==> src/rtl/instr_fetch_unit_if.sv <==
// ---------------------------------------------------------------------------
// instr_fetch_unit_if
//   Instruction-memory fetch bus between the fetch unit and instruction memory.
//
//   Handshake: the fetch unit raises imem_req with a word address on
//   imem_addr and keeps both stable until memory answers with imem_ack.
//   imem_rdata is valid in the same cycle as imem_ack. The word is taken on
//   the clock edge that samples imem_ack high, and imem_req drops right after
//   that edge. imem_ack seen while no request is outstanding is ignored.
//
//   Signals:
//     imem_req    fetch request              (master -> slave)
//     imem_addr   word address, ADDR_W bits  (master -> slave)
//     imem_ack    response valid             (slave  -> master)
//     imem_rdata  instruction word, 32 bits  (slave  -> master)
// ---------------------------------------------------------------------------
interface instr_fetch_unit_if #(
  parameter int ADDR_W = 16
) ();
  logic              imem_req;
  logic [ADDR_W-1:0] imem_addr;
  logic              imem_ack;
  logic [31:0]       imem_rdata;

  modport master (
    output imem_req,
    output imem_addr,
    input  imem_ack,
    input  imem_rdata
  );

  modport slave (
    input  imem_req,
    input  imem_addr,
    output imem_ack,
    output imem_rdata
  );
endinterface

==> src/rtl/instr_fetch_unit.sv <==
// ---------------------------------------------------------------------------
// instr_fetch_unit
//   Multi-cycle instruction fetch and PC sequencer. It holds the PC and the
//   instruction register, fetches words over the imem interface, presents
//   opcode/func to the control unit, and on each rising edge of updPC
//   resolves the branch selected by brOp and fetches the next instruction.
//
//   Optional feature: define IFU_RETIRE_CNT_EN to add a 32-bit retire_cnt
//   output counting accepted updPC edges (wraps at 2^32).
//
//   Ports:
//     clk, rst      clock (rising edge), asynchronous active-high reset
//     updPC         PC-update strobe; only its rising edge in S_HOLD counts
//     brOp          branch condition, sampled with the updPC edge
//     flag_neg      ALU negative flag, sampled with brOp
//     flag_zero     ALU zero flag, sampled with brOp
//     imem          instruction-memory bus (master side)
//     instr         instruction register
//     opcode        instr[31:26]
//     func          instr[4:0]
//     pc            address of the instruction held in instr
//     instr_valid   instr is stable and decodable
//     dbg_state     current FSM state (S_FETCH=0, S_WAIT=1, S_HOLD=2)
//     retire_cnt    accepted update count (IFU_RETIRE_CNT_EN only)
// ---------------------------------------------------------------------------
module instr_fetch_unit #(
  parameter int                ADDR_W   = 16,
  parameter logic [ADDR_W-1:0] RESET_PC = '0
) (
  input  logic                clk,
  input  logic                rst,
  input  logic                updPC,
  input  logic [2:0]          brOp,
  input  logic                flag_neg,
  input  logic                flag_zero,
  instr_fetch_unit_if.master  imem,
  output logic [31:0]         instr,
  output logic [5:0]          opcode,
  output logic [4:0]          func,
  output logic [ADDR_W-1:0]   pc,
  output logic                instr_valid,
  output logic [1:0]          dbg_state
`ifdef IFU_RETIRE_CNT_EN
  ,
  output logic [31:0]         retire_cnt
`endif
);

  localparam logic [31:0] NOP_INSTR = 32'h9400_0000;

  typedef enum logic [1:0] {
    S_FETCH = 2'd0,
    S_WAIT  = 2'd1,
    S_HOLD  = 2'd2
  } state_e;

  state_e            state_q, state_d;
  logic [ADDR_W-1:0] pc_q, pc_d;
  logic [31:0]       instr_q, instr_d;
  logic              req_q, req_d;
  logic [ADDR_W-1:0] addr_q, addr_d;
  logic              valid_q, valid_d;
  logic              updpc_prev_q, updpc_prev_d;
`ifdef IFU_RETIRE_CNT_EN
  logic [31:0]       retire_q, retire_d;
`endif

  logic              upd_edge;
  logic              taken;
  logic [ADDR_W-1:0] offset_ext;
  logic [ADDR_W-1:0] seq_pc;
  logic [ADDR_W-1:0] tgt_pc;
  logic [ADDR_W-1:0] next_pc;

  // The edge detector tracks updPC in every state, so a level that is
  // already high when S_HOLD is entered never looks like a new edge.
  assign updpc_prev_d = updPC;
  assign upd_edge     = updPC & ~updpc_prev_q;

  // Branch resolution. The 16-bit offset is sign-extended (or truncated)
  // to ADDR_W; all PC arithmetic wraps modulo 2^ADDR_W.
  always_comb begin
    offset_ext = ADDR_W'($signed(instr_q[15:0]));
    seq_pc     = pc_q + ADDR_W'(1);
    tgt_pc     = seq_pc + offset_ext;
    case (brOp)
      3'b000:  taken = 1'b1;
      3'b001:  taken = flag_neg;
      3'b010:  taken = ~flag_neg & ~flag_zero;
      3'b011:  taken = flag_zero;
      default: taken = 1'b0;
    endcase
    next_pc = taken ? tgt_pc : seq_pc;
  end

  // FSM state register
  always_ff @(posedge clk or posedge rst) begin
    if (rst) begin
      state_q <= S_FETCH;
    end else begin
      state_q <= state_d;
    end
  end

  // FSM next-state logic
  always_comb begin
    state_d = state_q;
    case (state_q)
      S_FETCH: state_d = S_WAIT;
      S_WAIT:  if (imem.imem_ack) state_d = S_HOLD;
      S_HOLD:  if (upd_edge) state_d = S_FETCH;
      default: state_d = S_FETCH;
    endcase
  end

  // FSM output / datapath next values
  always_comb begin
    pc_d     = pc_q;
    instr_d  = instr_q;
    req_d    = req_q;
    addr_d   = addr_q;
    valid_d  = valid_q;
`ifdef IFU_RETIRE_CNT_EN
    retire_d = retire_q;
`endif
    case (state_q)
      S_FETCH: begin
        req_d  = 1'b1;
        addr_d = pc_q;
      end
      S_WAIT: begin
        if (imem.imem_ack) begin
          instr_d = imem.imem_rdata;
          req_d   = 1'b0;
          valid_d = 1'b1;
        end
      end
      S_HOLD: begin
        if (upd_edge) begin
          pc_d     = next_pc;
          valid_d  = 1'b0;
`ifdef IFU_RETIRE_CNT_EN
          retire_d = retire_q + 32'd1;
`endif
        end
      end
      default: begin
        req_d = 1'b0;
      end
    endcase
  end

  // Datapath registers. imem_req is a flop so reset drops it immediately.
  always_ff @(posedge clk or posedge rst) begin
    if (rst) begin
      pc_q         <= RESET_PC;
      instr_q      <= NOP_INSTR;
      req_q        <= 1'b0;
      addr_q       <= RESET_PC;
      valid_q      <= 1'b0;
      updpc_prev_q <= 1'b0;
`ifdef IFU_RETIRE_CNT_EN
      retire_q     <= 32'd0;
`endif
    end else begin
      pc_q         <= pc_d;
      instr_q      <= instr_d;
      req_q        <= req_d;
      addr_q       <= addr_d;
      valid_q      <= valid_d;
      updpc_prev_q <= updpc_prev_d;
`ifdef IFU_RETIRE_CNT_EN
      retire_q     <= retire_d;
`endif
    end
  end

  assign imem.imem_req  = req_q;
  assign imem.imem_addr = addr_q;
  assign instr          = instr_q;
  assign opcode         = instr_q[31:26];
  assign func           = instr_q[4:0];
  assign pc             = pc_q;
  assign instr_valid    = valid_q;
  assign dbg_state      = state_q;
`ifdef IFU_RETIRE_CNT_EN
  assign retire_cnt     = retire_q;
`endif

endmodule

==> src/flat_wrapper.sv <==
// flat-port wrapper written by rule: the top's interface ports become plain ports
module instr_fetch_unit_flat 
#(
  parameter int                ADDR_W   = 16,
  parameter logic [ADDR_W-1:0] RESET_PC = '0
)
  (clk, rst, updPC, brOp, flag_neg, flag_zero, instr, opcode, func, pc, instr_valid, dbg_state, imem_imem_req, imem_imem_addr, imem_imem_ack, imem_imem_rdata);
  instr_fetch_unit_if #(.ADDR_W(ADDR_W)) imem_i ();
  input  logic clk;
  input  logic rst;
  input  logic updPC;
  input  logic [2:0] brOp;
  input  logic flag_neg;
  input  logic flag_zero;
  output logic [31:0] instr;
  output logic [5:0] opcode;
  output logic [4:0] func;
  output logic [ADDR_W-1:0] pc;
  output logic instr_valid;
  output logic [1:0] dbg_state;
  output wire logic [$bits(imem_i.imem_req)-1:0] imem_imem_req;
  output wire logic [$bits(imem_i.imem_addr)-1:0] imem_imem_addr;
  input wire logic [$bits(imem_i.imem_ack)-1:0] imem_imem_ack;
  input wire logic [$bits(imem_i.imem_rdata)-1:0] imem_imem_rdata;
  assign imem_imem_req = imem_i.imem_req;
  assign imem_imem_addr = imem_i.imem_addr;
  assign imem_i.imem_ack = imem_imem_ack;
  assign imem_i.imem_rdata = imem_imem_rdata;
  instr_fetch_unit #(.ADDR_W(ADDR_W), .RESET_PC(RESET_PC)) u_core (.clk(clk), .rst(rst), .updPC(updPC), .brOp(brOp), .flag_neg(flag_neg), .flag_zero(flag_zero), .imem(imem_i), .instr(instr), .opcode(opcode), .func(func), .pc(pc), .instr_valid(instr_valid), .dbg_state(dbg_state));
endmodule
==> config.mk <==
export PLATFORM = sky130hd
export DESIGN_NAME = instr_fetch_unit_flat
export DESIGN_NICKNAME = d
export VERILOG_FILES = /design/src/rtl/instr_fetch_unit_if.sv /design/src/rtl/instr_fetch_unit.sv /design/src/flat_wrapper.sv
export SDC_FILE = /design/constraint.sdc
export NUM_CORES = 1
export LEC_CHECK = 0
export CAP_MARGIN = 20
export CORE_UTILIZATION = 60
export DETAILED_ROUTE_END_ITERATION = 8
export DONT_BUFFER_PORTS = 1
export GPL_TIMING_DRIVEN = 0
export PLACE_DENSITY = 0.78
export RECOVER_POWER = 25
export SKIP_LAST_GASP = 1
export SLEW_MARGIN = 10
export SYNTH_ARGS = -nofsm -noshare
export SYNTH_HDL_FRONTEND = slang
export SYNTH_SLANG_ARGS = --single-unit
==> constraint.sdc <==
create_clock -name clk -period 8.15 [get_ports clk]
set_clock_uncertainty 0.15 [all_clocks]
set_input_delay 1.63 -clock clk [delete_from_list [all_inputs] [get_ports clk]]
set_output_delay 1.63 -clock clk [all_outputs]
set_load 0.02 [all_outputs]
==> results.txt, run 1 <==
----------------------------------------------------
[Synthesis]
  Area contributors post-synth ... sky130_fd_sc_hd__dfrtp_1, sky130_fd_sc_hd__mux2_2, sky130_fd_sc_hd__ha_1, sky130_fd_sc_hd__xnor2_1, sky130_fd_sc_hd__a21oi_1
  Share of synthesized area occupied by flip-flops and latches ... 44.3%
  Post-synth top area share ... 42.3%
  Netlist area before placement ... between 0.003 and 0.004 mm^2
  Number of distinct library cells after synthesis ... 54
  Synthesized netlist net count ... roughly 420
  Syn avg cell area ... 11.0 um^2
  Number of storage elements in the synthesis netlist ... 69
  Async set-or-reset flop fraction in the synthesized netlist ... 100%
  Most frequently used flop master after synthesis ... sky130_fd_sc_hd__dfrtp_1
  Post-synth EDFFs ... 0
  Yosys warning total ... 0
  Cell type contributing the most total cell area after synthesis ... sky130_fd_sc_hd__dfrtp_1
  Number of instances in the synthesized netlist ... 354

[Worst setup path]
  Count of buffering cells on the critical path with inverters included ... 2
  Kind of launch point of the worst setup path ... primary input
  Critical path data arrival time ... 4.10 ns
  Peak fanout along the critical path ... 53
  Data required time at the worst endpoint ... slightly below 8 ns
  Peak per-stage delay on the critical path ... between 2 and 2.5 ns
  Family of cells with the greatest summed delay on the critical path ... buffers and inverters
  Endpoint kind of the worst setup timing path ... asynchronous set/reset pin
  WS Path Type ... primary input to asynchronous set/reset pin
  Cell-by-cell trace of the critical path ... clkinvlp_2, clkbuf_1
  Critical Path Slowest Stage Cell ... sky130_fd_sc_hd__clkbuf_1

[Global route]
  Wire length of the first global-routing pass ... 12500 um
  Via count of the first global-routing pass ... 2668
  Total global-route track usage ... about a quarter
  Antenna violations before repair ... 0
  Total grt overflow ... 0
  Largest net degree at the start of global routing ... 54

[Clock network]
  Post-CTS Hold Fix Bufs ... 0
  Worst-skew pair later-pin latency ... 0.34 ns
  Number of resized instances in the post-cts repair step ... 0
  Number of sinks driven by the clock tree ... 69
  TritonCTS clock tree ... done
  Setup repair bufs after CTS ... 0
  Maximum clock path buffer count ... 2
  Maximum level of the CTS H-tree ... 3
  Clock tree root driver cell ... sky130_fd_sc_hd__clkbuf_8
  Clock input transition at the sequential cells of the worst setup and hold paths ... 0.07 ns
  Total CTS buffers ... 9

[Outcome]
  Violations in the final reports ... max-capacitance violations, max-slew violations
  Result of the run ... complete, but fails checks

[Power]
  Power per cell area ... 502 mW/mm^2
  Worst supply voltage drop on vdd ... 265 uV
  Net switching power ... 990 uW
  Static leakage power ... roughly 1.9 nW
  Share of power burned in the clock network ... 15.2%
  Post-layout power ... 2.13 mW
  Internal Pwr Total ... 1.14 mW
  Gate power share ... 43.1%
  Reg power frac ... 41.7%
  Fraction of power spent switching nets ... 46.4%

[Min path]
  Type of the most critical hold path ... flip-flop to flip-flop

[Cells and area]
  Number of antenna diodes ... 0
  Most common cell after layout, fill and taps aside ... sky130_fd_sc_hd__dfrtp_1
  Most frequent cells in the layout ... sky130_fd_sc_hd__dfrtp_1, sky130_fd_sc_hd__mux2_2, sky130_fd_sc_hd__nand2_1, sky130_fd_sc_hd__ha_1
  Layout cells sized above 1 ... 25.1%
  Final net count ... 428
  Area Overhead vs Synth ... 8.58%
  Filler instances ... 514

[Floorplanning]
  Std cell rows ... 29
  Initial Util ... 61.9%
  Width of the die ... 82.7 um
  Standard cell core area ... 0.00631 mm^2
  Height of the die ... around 83 um
  Ports placed on the boundary ... between 100 and 150
  Area of the die ... 0.00684 mm^2

[Timing]
  Worst-case headroom to the max-slew limit ... -86.6%
  RSZ-0062 raised after global routing ... no
  Tcrit/Tclk final ... 54.1%
  Setup-violating endpoint count in the final report ... 0
  Final setup slack of the worst path ... approximately 3.7 ns
  Final count of pins violating max slew ... 54
  Number of hold violations in the final report ... 0
  Worst slew pin tran ... 2.80 ns
  Fin crit period ... 4.41 ns
  Top achievable clock speed ... approximately 230 MHz
  Final total negative setup slack ... 0 ns

[Placed design]
  Port Buf Inserts ... 0
  Setup slack at placement ... between 4 and 5 ns
  Detail Placement HPWL ... between 6000 and 7000 um
  Placer congestion estimate ... 0.908

[Detailed routing]
  Wire per inst ... 18.2 um
  Via density ... roughly 6.2
  Final wirelength ... 8170 um
  Vias ... between 2k and 3k
  Number of detailed-route iterations in the first pass ... 5
  DRC violation count after routing ... 0
  Routed Antenna Nets ... 0
  Number of DRC markers after the initial detailed-route iteration ... 263

[Flow run]
  Number of max-capacitance violations reported ... 1

----------------------------------------------------
[synthesized netlist by cell type (all sizes together), types with 2 or more instances]
library cell and count:
inv 7, mux2i 4, o21ai 27, clkbuf 7, nor2b 5, buf 16
nand2b 2, o21a 2, nand4 3, nand3b 2, nor2 13, a21o 6
nand2 20, dfstp 3, ha 20, a21oi 19, a211oi 2, and4 3
mux2 49, and3 6, nor3 7, dfrtp 66, a22oi 4, nand3 10
xor2 10, xnor2 14, nor3b 3, a31oi 6
[final timing paths]
kind / start / endpoint / slack, ns / depth (start not counted)
worst max-delay path: rst / u_core.updpc_prev_q / 3.74 / 2
worst min-delay path: u_core.updpc_prev_q / u_core.dbg_state[1] / 0.44 / 2
worst max register to register: u_core.pc[0] / u_core.pc[15] / 4.12 / 13
worst min register to register: u_core.updpc_prev_q / u_core.dbg_state[1] / 0.44 / 2
max in group clk: u_core.pc[0] / u_core.pc[15] / 4.12 / 13
min in group asynchronous: rst / u_core.instr[29] / 1.09 / 1
[power groups by stage]
stage | Sequential, mW | Clock, mW | Combinational (mW)
6_report | 0.888 | 0.324 | 0.919
5_1_grt | 0.926 | 0.344 | 1.02
4_1_cts | 0.892 | 0.330 | 0.922
3_5_place_dp | 0.899 | 0 | 0.911
3_3_place_gp | 0.888 | 0 | 0.881
2_1_floorplan | 0.835 | 0 | 0.776
[area by class of cell]
class | instances | area [um^2] | area share (%)
plain buffers | 23 | 143 | 3.36
clock buffers | 11 | 151 | 3.57
clock inverters | 5 | 82.6 | 1.95
inverters | 7 | 27.5 | 0.649
multi-input cells | 255 | 2010 | 47.3
flip-flops and latches | 69 | 1730 | 40.8
well taps | 77 | 96.3 | 2.27
repair buffers | 1 | 3.75 | 0.0885
[routing by layer]
| layer | wire [um] | vias to the layer above | track usage (%) | part of all wire, % |
|---|---|---|---|---|
| li1 | - | 1310 | - | - |
| met1 | 3430 | 1320 | 31.6 | 42 |
| met2 | 3930 | 134 | 41.0 | 48 |
| met3 | 708 | 12 | 4.95 | 8.7 |
| met4 | 102 | 0 | 9.48 | 1.2 |
| met5 | 0 | - | 0 | 0 |
[sequential cells by signal, indices dropped and copies added, names as in the netlist]
signal / flops
u_core.pc: 16
u_core.imem.imem_addr: 16
u_core.instr_valid: 1
u_core.updpc_prev_q: 1
u_core.instr: 32
u_core.dbg_state: 2
u_core.imem.imem_req: 1
[through the flow]
step	cell area, um^2	hold WS (ns)	cells	util, %
3_3_place_gp	4000	0.413	431	63.4
2_1_floorplan	3910	0.391	354	-
6_report	4240	0.439	448	67.2
3_5_place_dp	4030	0.432	432	63.9
5_1_grt	4240	0.494	448	67.2
4_1_cts	4270	0.438	448	67.6
[logic make-up after synthesis]
family,Yosys count,synth area share [%]
buf+inv,30,4.32
mux,53,15.1
xor+xnor,24,5.38
compound gates,77,12.9
fa+ha+maj,21,6.92
flops,69,44.3
simple gates,80,11.1
(Power assumes the default switching activity.)
==> run 2, diff against run 1 <==
CORE_UTILIZATION = 57   (was 60)
PLACE_DENSITY = 0.77   (was 0.78)
clock period = 3.64 ns   (was 8.15 ns; I/O delays follow)
==> results.txt, run 2 (synthesis results as in run 1) <==
----------------------------------------------------
[Detailed routing]
  Number of detailed-route iterations in the first pass ... 8 (+3)
  Number of DRC markers after the initial detailed-route iteration ... 185 (-30%)
  Routed length on met3 ... 691 um (-2.4%)
  Met2 Routed Length ... 4100 um (+4.5%)
  Final wirelength ... 8510 um (+4.2%)
  Met1 Routed Length ... 3580 um (+4.5%)
  Routed Antenna Nets ... 0 (unchanged)
  Via density ... 6.28 (+1.3%)
  DRC violation count after routing ... 12 (+12)
  Uppermost signal routing layer after detailed routing ... met4
  Vias ... 2851 (+2.7%)
  Wire per inst ... 18.8 um (+2.9%)

[Flow run]
  Number of max-capacitance violations reported ... 0 (-1)

[Timing]
  Tcrit/Tclk final ... 96.6%
  Worst-case headroom to the max-slew limit ... 18.3% (+100 points)
  Final count of pins violating max slew ... 0 (-100%)
  Setup-violating endpoint count in the final report ... 0 (unchanged)
  Fin crit period ... 3.52 ns
  Smallest hold slack ... 0.197 ns (-0.242 ns)
  Number of hold violations in the final report ... 0 (unchanged)
  Top achievable clock speed ... 284 MHz
  Worst slew pin tran ... 1.23 ns (-1.57 ns)

[Cells and area]
  Flip-flop count of the largest register, all copies and words added ... 32 (unchanged)
  Layout cells sized above 1 ... 31.6% (+6.5 points)
  Final net count ... 435 (+1.6%)
  Most common cell after layout, fill and taps aside ... sky130_fd_sc_hd__dfrtp_1
  Final core utilization ... 68.1% (+0.86 points)
  Layout Cell Area excl Fill ... 0.00442 mm^2 (+4.2%)
  Area Overhead vs Synth ... 13.1%
  Number of antenna diodes ... 0 (unchanged)
  Post-layout instance count excluding filler cells ... 454 (+1.3%)
  Most frequent cells in the layout ... sky130_fd_sc_hd__dfrtp_1, sky130_fd_sc_hd__mux2_2, sky130_fd_sc_hd__nand2_1

[Floorplanning]
  Standard cell core area ... 0.00649 mm^2 (+2.9%)
  Area of the die ... 0.00719 mm^2 (+5.1%)
  Std cell rows ... 29 (unchanged)
  Initial Util ... 60.2% (-1.7 points)
  Ports placed on the boundary ... 120 (unchanged)
  Height of the die ... 84.8 um (+2.5%)
  Width of the die ... 84.8 um (+2.5%)

[Power]
  Static leakage power ... 1.98 nW (+3.2%)
  Power per cell area ... 1120 mW/mm^2 (+120%)
  Worst supply voltage drop on vdd ... 499 uV (+88%)

[Worst setup path]
  Endpoint kind of the worst setup timing path ... flip-flop
  Peak fanout along the critical path ... 8 (-85%)
  Kind of launch point of the worst setup path ... flip-flop
  Critical path data arrival time ... 3.63 ns (-0.47 ns)
  WS Path Type ... flip-flop to flip-flop
  Data required time at the worst endpoint ... 3.76 ns (-4.08 ns)

[Clock network]
  Maximum level of the CTS H-tree ... 3 (unchanged)
  Number of sinks driven by the clock tree ... 69 (unchanged)
  Total CTS buffers ... 9 (unchanged)
  TritonCTS clock tree ... done
  Clock input transition at the sequential cells of the worst setup and hold paths ... 0.08 ns (about the same)
  Worst-skew pair later-pin latency ... 0.35 ns (about the same)
  Clock tree root driver cell ... sky130_fd_sc_hd__clkbuf_8
  Maximum clock path buffer count ... 2 (unchanged)

[Global route]
  Antenna violations before repair ... 0 (unchanged)
  Largest net degree at the start of global routing ... 52 (-3.7%)
  Total grt overflow ... 0 (unchanged)
  Total global-route track usage ... 24.3% (-0.37 points)
  Wire length of the first global-routing pass ... 13500 um (+8.5%)
  Via count of the first global-routing pass ... 2797 (+4.8%)

[Placed design]
  Placer congestion estimate ... 0.838 (-7.6%)
  Total placed instance area ... 0.00403 mm^2 (unchanged)
  Cells after DPL ... 432 (unchanged)
  Detail Placement HPWL ... 6220 um (+3.7%)
  Port Buf Inserts ... 0 (unchanged)

[Outcome]
  Result of the run ... complete, but fails checks
  Violations in the final reports ... design-rule violations

[Min path]
  Type of the most critical hold path ... primary input to asynchronous set/reset pin

----------------------------------------------------
## run 2: changes by cell type in the layout (fill, tap and decap cells not counted), sizes merged
cell | previous run | this run
buf | 16 | 23
clkbuf | 19 | 17
clkinv | 3 | 0
bufinv | 2 | 3
clkinvlp | 1 | 4
## run 2: path summary, 6_finish.rpt
path                                startpoint                   to  slack, ns  cells after the start
hold reg to reg            u_core.updpc_prev_q  u_core.dbg_state[1]       0.46                      2
min in group clk                         updPC  u_core.updpc_prev_q       0.25                      0
hold / removal                             rst     u_core.instr[30]       0.20                      1
max in group asynchronous                  rst         u_core.pc[5]       1.44                      2
setup / recovery                  u_core.pc[0]        u_core.pc[15]       0.12                     15
setup reg to reg                  u_core.pc[0]        u_core.pc[15]       0.12                     15
## run 2: area by class of cell
| class | count | area [um^2] |
|---|---|---|
| buffer | 23 | 149 |
| clock inverter | 6 | 113 |
| sequential | 69 | 1740 |
| fill | 508 | 2070 |
| timing repair buffer | 8 | 61.3 |
| multi-input combinational | 255 | 2110 |
| tap | 77 | 96.3 |
| inverter | 7 | 27.5 |
| clock buffer | 9 | 124 |
## run 2: critical path: stages, from the launching register on
cell and delay [ns]:
sky130_fd_sc_hd__dfrtp_2 0.52, sky130_fd_sc_hd__ha_4 0.19, sky130_fd_sc_hd__nand3_2 0.11, sky130_fd_sc_hd__nor3_4 0.18, sky130_fd_sc_hd__buf_6 0.13, sky130_fd_sc_hd__nand3_1 0.11, sky130_fd_sc_hd__xnor2_2 0.26, sky130_fd_sc_hd__ha_1 0.27
sky130_fd_sc_hd__buf_6 0.14, sky130_fd_sc_hd__a211o_1 0.30, sky130_fd_sc_hd__o211ai_2 0.11, sky130_fd_sc_hd__nand3_2 0.10, sky130_fd_sc_hd__o32ai_2 0.25, sky130_fd_sc_hd__a311o_1 0.22, sky130_fd_sc_hd__mux2i_1 0.24, sky130_fd_sc_hd__xnor2_1 0.13
## run 2: timing repair
| item | in CTS | in global routing |
|---|---|---|
| pin swaps | 1 | 10 |
| hold buffers | 0 | 0 |
| endpoints found under the setup margin | 1 | 1 |
| gates resized for setup | 11 | 17 |
| setup buffers | 1 | 6 |
## run 2: metal layers
| layer | vias to the layer above | GRT usage [%] |
|---|---|---|
| met2 | 123 | 39.7 |
| met1 | 1394 | 31.5 |
| met5 | - | 0 |
| li1 | 1320 | - |
| met3 | 14 | 6.29 |
| met4 | 0 | 8.78 |
## run 2: where the power goes
group | internal (mW) | switching (mW) | leakage, nW
sequential | 1.14 | 0.875 | 0.832
combinational | 1.09 | 1.09 | 1.04
clock | 0.451 | 0.296 | 0.108
## run 2: through the flow
stage	setup WS [ns]	power (mW)	setup TNS, ns
final	0.122	4.94	0
after global routing	-0.0346	5.26	-0.0346
after CTS	0.0142	4.83	0
after detailed placement	-0.266	4.05	-0.266
after global placement	-0.253	3.97	-0.253
after floorplan	0.276	3.61	0
==> run 3, diff against run 2 <==
CORE_UTILIZATION = 60   (was 57)
PLACE_DENSITY = 0.78   (was 0.77)
REMOVE_ABC_BUFFERS = 1   (was not set)
clock period = 3.24 ns   (was 3.64 ns; I/O delays follow)
==> results.txt, run 3 (synthesis results as in run 1) <==
----------------------------------------------------
[Worst setup path]
  WS Path Type ... flip-flop to flip-flop
  FF-to-FF setup slack ... -0.16 ns (-0.28 ns)
  Kind of launch point of the worst setup path ... flip-flop
  Data required time at the worst endpoint ... 3.35 ns (-0.41 ns)
  Peak fanout along the critical path ... 8 (unchanged)
  Beginning of the critical path ... u_core.pc[2]
  Launching point of the worst reg2reg path ... u_core.pc[2]
  Critical path data arrival time ... 3.50 ns (-0.13 ns)
  Endpoint kind of the worst setup timing path ... flip-flop
  R2r worst-path depth ... 14 (-1)
  RR Endpoint ... u_core.pc[15]

[Timing]
  Top achievable clock speed ... 294 MHz (+3.5%)
  Final count of pins violating max slew ... 0 (unchanged)
  RSZ-0062 raised after global routing ... yes
  Number of hold violations in the final report ... 0 (unchanged)
  Tcrit/Tclk final ... 105% (+8.2 points)
  Worst-case headroom to the max-slew limit ... 15.0% (-3.3 points)
  Fin crit period ... 3.40 ns (-0.121 ns)
  Worst slew pin tran ... 1.28 ns (+0.0501 ns)
  Final setup slack of the worst path ... -0.157 ns (-0.279 ns)
  Setup-violating endpoint count in the final report ... 2 (+2)
  Smallest hold slack ... 0.192 ns (-0.00471 ns)

[Cells and area]
  Area Overhead vs Synth ... 13.4%
  Final net count ... 421 (-3.2%)
  Post-layout instance count excluding filler cells ... 441 (-2.9%)
  Flip-flop count of the largest register, all copies and words added ... 32 (unchanged)
  Final core utilization ... 70.2% (+2.1 points)
  Layout cells sized above 1 ... 33.5% (+2.0 points)
  Most common cell after layout, fill and taps aside ... sky130_fd_sc_hd__dfrtp_1
  Most frequent cells in the layout ... sky130_fd_sc_hd__dfrtp_1, sky130_fd_sc_hd__mux2_2, sky130_fd_sc_hd__nand2_1
  Number of antenna diodes ... 0 (unchanged)

[Detailed routing]
  Wire per inst ... 20.0 um (+6.6%)
  Vias ... 2797 (-1.9%)
  Routed Antenna Nets ... 0 (unchanged)
  Via density ... 6.34 (+1.0%)
  DRC violation count after routing ... 0 (-12)
  Number of detailed-route iterations in the first pass ... 4 (-4)
  Number of DRC markers after the initial detailed-route iteration ... 148 (-20%)
  Final wirelength ... 8810 um (+3.5%)

[Clock network]
  Worst-skew pair later-pin latency ... 0.34 ns (about the same)
  Clock tree root driver cell ... sky130_fd_sc_hd__clkbuf_8
  Maximum level of the CTS H-tree ... 3 (unchanged)
  Maximum clock path buffer count ... 2 (unchanged)
  TritonCTS clock tree ... done
  Total CTS buffers ... 9 (unchanged)
  Clock input transition at the sequential cells of the worst setup and hold paths ... 0.08 ns (about the same)
  Number of sinks driven by the clock tree ... 69 (unchanged)

[Outcome]
  Result of the run ... complete, but fails checks
  Violations in the final reports ... negative setup slack

[Power]
  Static leakage power ... 1.95 nW (-1.2%)
  Post-layout power ... 5.54 mW (+12%)
  Power per cell area ... 1250 mW/mm^2 (+12%)
  Worst supply voltage drop on vdd ... 859 uV (+72%)

[Placed design]
  Setup slack at placement ... -0.708 ns (-0.442 ns)
  Detail Placement HPWL ... 5880 um (-5.6%)
  Port Buf Inserts ... 0 (unchanged)
  Placer congestion estimate ... 0.870 (+3.8%)
  Cells after DPL ... 412 (-4.6%)

[Global route]
  Total global-route track usage ... 26.6% (+2.3 points)
  Via count of the first global-routing pass ... 2848 (+1.8%)
  Wire length of the first global-routing pass ... 13300 um (-1.7%)
  Largest net degree at the start of global routing ... 53 (+1.9%)
  Total grt overflow ... 0 (unchanged)
  Antenna violations before repair ... 0 (unchanged)

[Min path]
  Min-Delay Startpoint ... updPC
  Worst Hold Endpoint ... u_core.updpc_prev_q
  Type of the most critical hold path ... primary input to flip-flop
  Number of cells on the worst hold path ... 0

[Floorplanning]
  Std cell rows ... 29 (unchanged)
  Height of the die ... 82.7 um (-2.5%)
  Initial Util ... 61.9% (+1.7 points)
  Area of the die ... 0.00684 mm^2 (-4.9%)
  Ports placed on the boundary ... 120 (unchanged)
  Standard cell core area ... 0.00631 mm^2 (-2.8%)
  Width of the die ... 82.7 um (-2.5%)

[Flow run]
  Number of max-capacitance violations reported ... 0 (unchanged)

----------------------------------------------------
run 3: report_power, final:
| part | switching (mW) | total (mW) | internal [mW] |
|---|---|---|---|
| Sequential | 1.11 | 2.39 | 1.28 |
| Combinational | 1.20 | 2.43 | 1.23 |
| Clock | 0.328 | 0.726 | 0.397 |
| Total | 2.64 | 5.54 | 2.91 |
run 3: layout make-up:
cell class              instances  area [um^2]
clock buffers                  11          151
clock inverters                 5         58.8
fillers                       478         1880
inverters                       7         27.5
multi-input cells             255         2190
flip-flops and latches         69         1740
well taps                      77         96.3
repair buffers                 17          163
run 3: stage by stage:
step                setup TNS, ns  cell area, um^2
floorplan                  -0.110             3760
global placement            -1.10             3860
detailed placement          -1.22             3960
CTS                       -0.0899             4380
global route               -0.478             4430
finish                     -0.224             4430
run 3: what timing repair did:
action                                 in CTS  in global routing
cloned                                      0                  0
gates resized for setup                    28                 10
buffers inserted                           11                  1
pin swaps                                  15                  5
setup endpoints to repair                   6                  6
endpoints found under the hold margin      17                  0
hold buffers                                1                  0
run 3: worst max path at each step:
stage	end	slack (ns)	cells after the start
2_1_floorplan	u_core.pc[15]	-0.11	13
3_3_place_gp	u_core.pc[15]	-0.63	13
3_5_place_dp	u_core.pc[15]	-0.71	13
4_1_cts	u_core.pc[15]	-0.06	13
5_1_grt	u_core.pc[15]	-0.24	14
6_report	u_core.pc[15]	-0.16	14
run 3: per-layer routing:
metal / GRT usage, % / vias to the layer above / share of wire, %
met5: 0 / - / 0
met4: 11.6 / 0 / 1.3
met2: 44.3 / 122 / 49
li1: - / 1281 / -
met1: 31.3 / 1382 / 41
met3: 8.79 / 12 / 8.4
run 3: critical path, stage by stage (launching register included):
cell,delay [ns]
sky130_fd_sc_hd__dfrtp_2,0.54
sky130_fd_sc_hd__nand4_1,0.24
sky130_fd_sc_hd__nor3_4,0.24
sky130_fd_sc_hd__and2_4,0.21
sky130_fd_sc_hd__nand3_4,0.10
sky130_fd_sc_hd__xnor2_4,0.18
sky130_fd_sc_hd__buf_4,0.17
sky130_fd_sc_hd__ha_2,0.19
sky130_fd_sc_hd__a211o_1,0.25
sky130_fd_sc_hd__o211ai_2,0.12
sky130_fd_sc_hd__nor3b_2,0.07
sky130_fd_sc_hd__a31o_1,0.19
sky130_fd_sc_hd__a311o_1,0.30
sky130_fd_sc_hd__mux2i_1,0.20
sky130_fd_sc_hd__xnor2_1,0.15
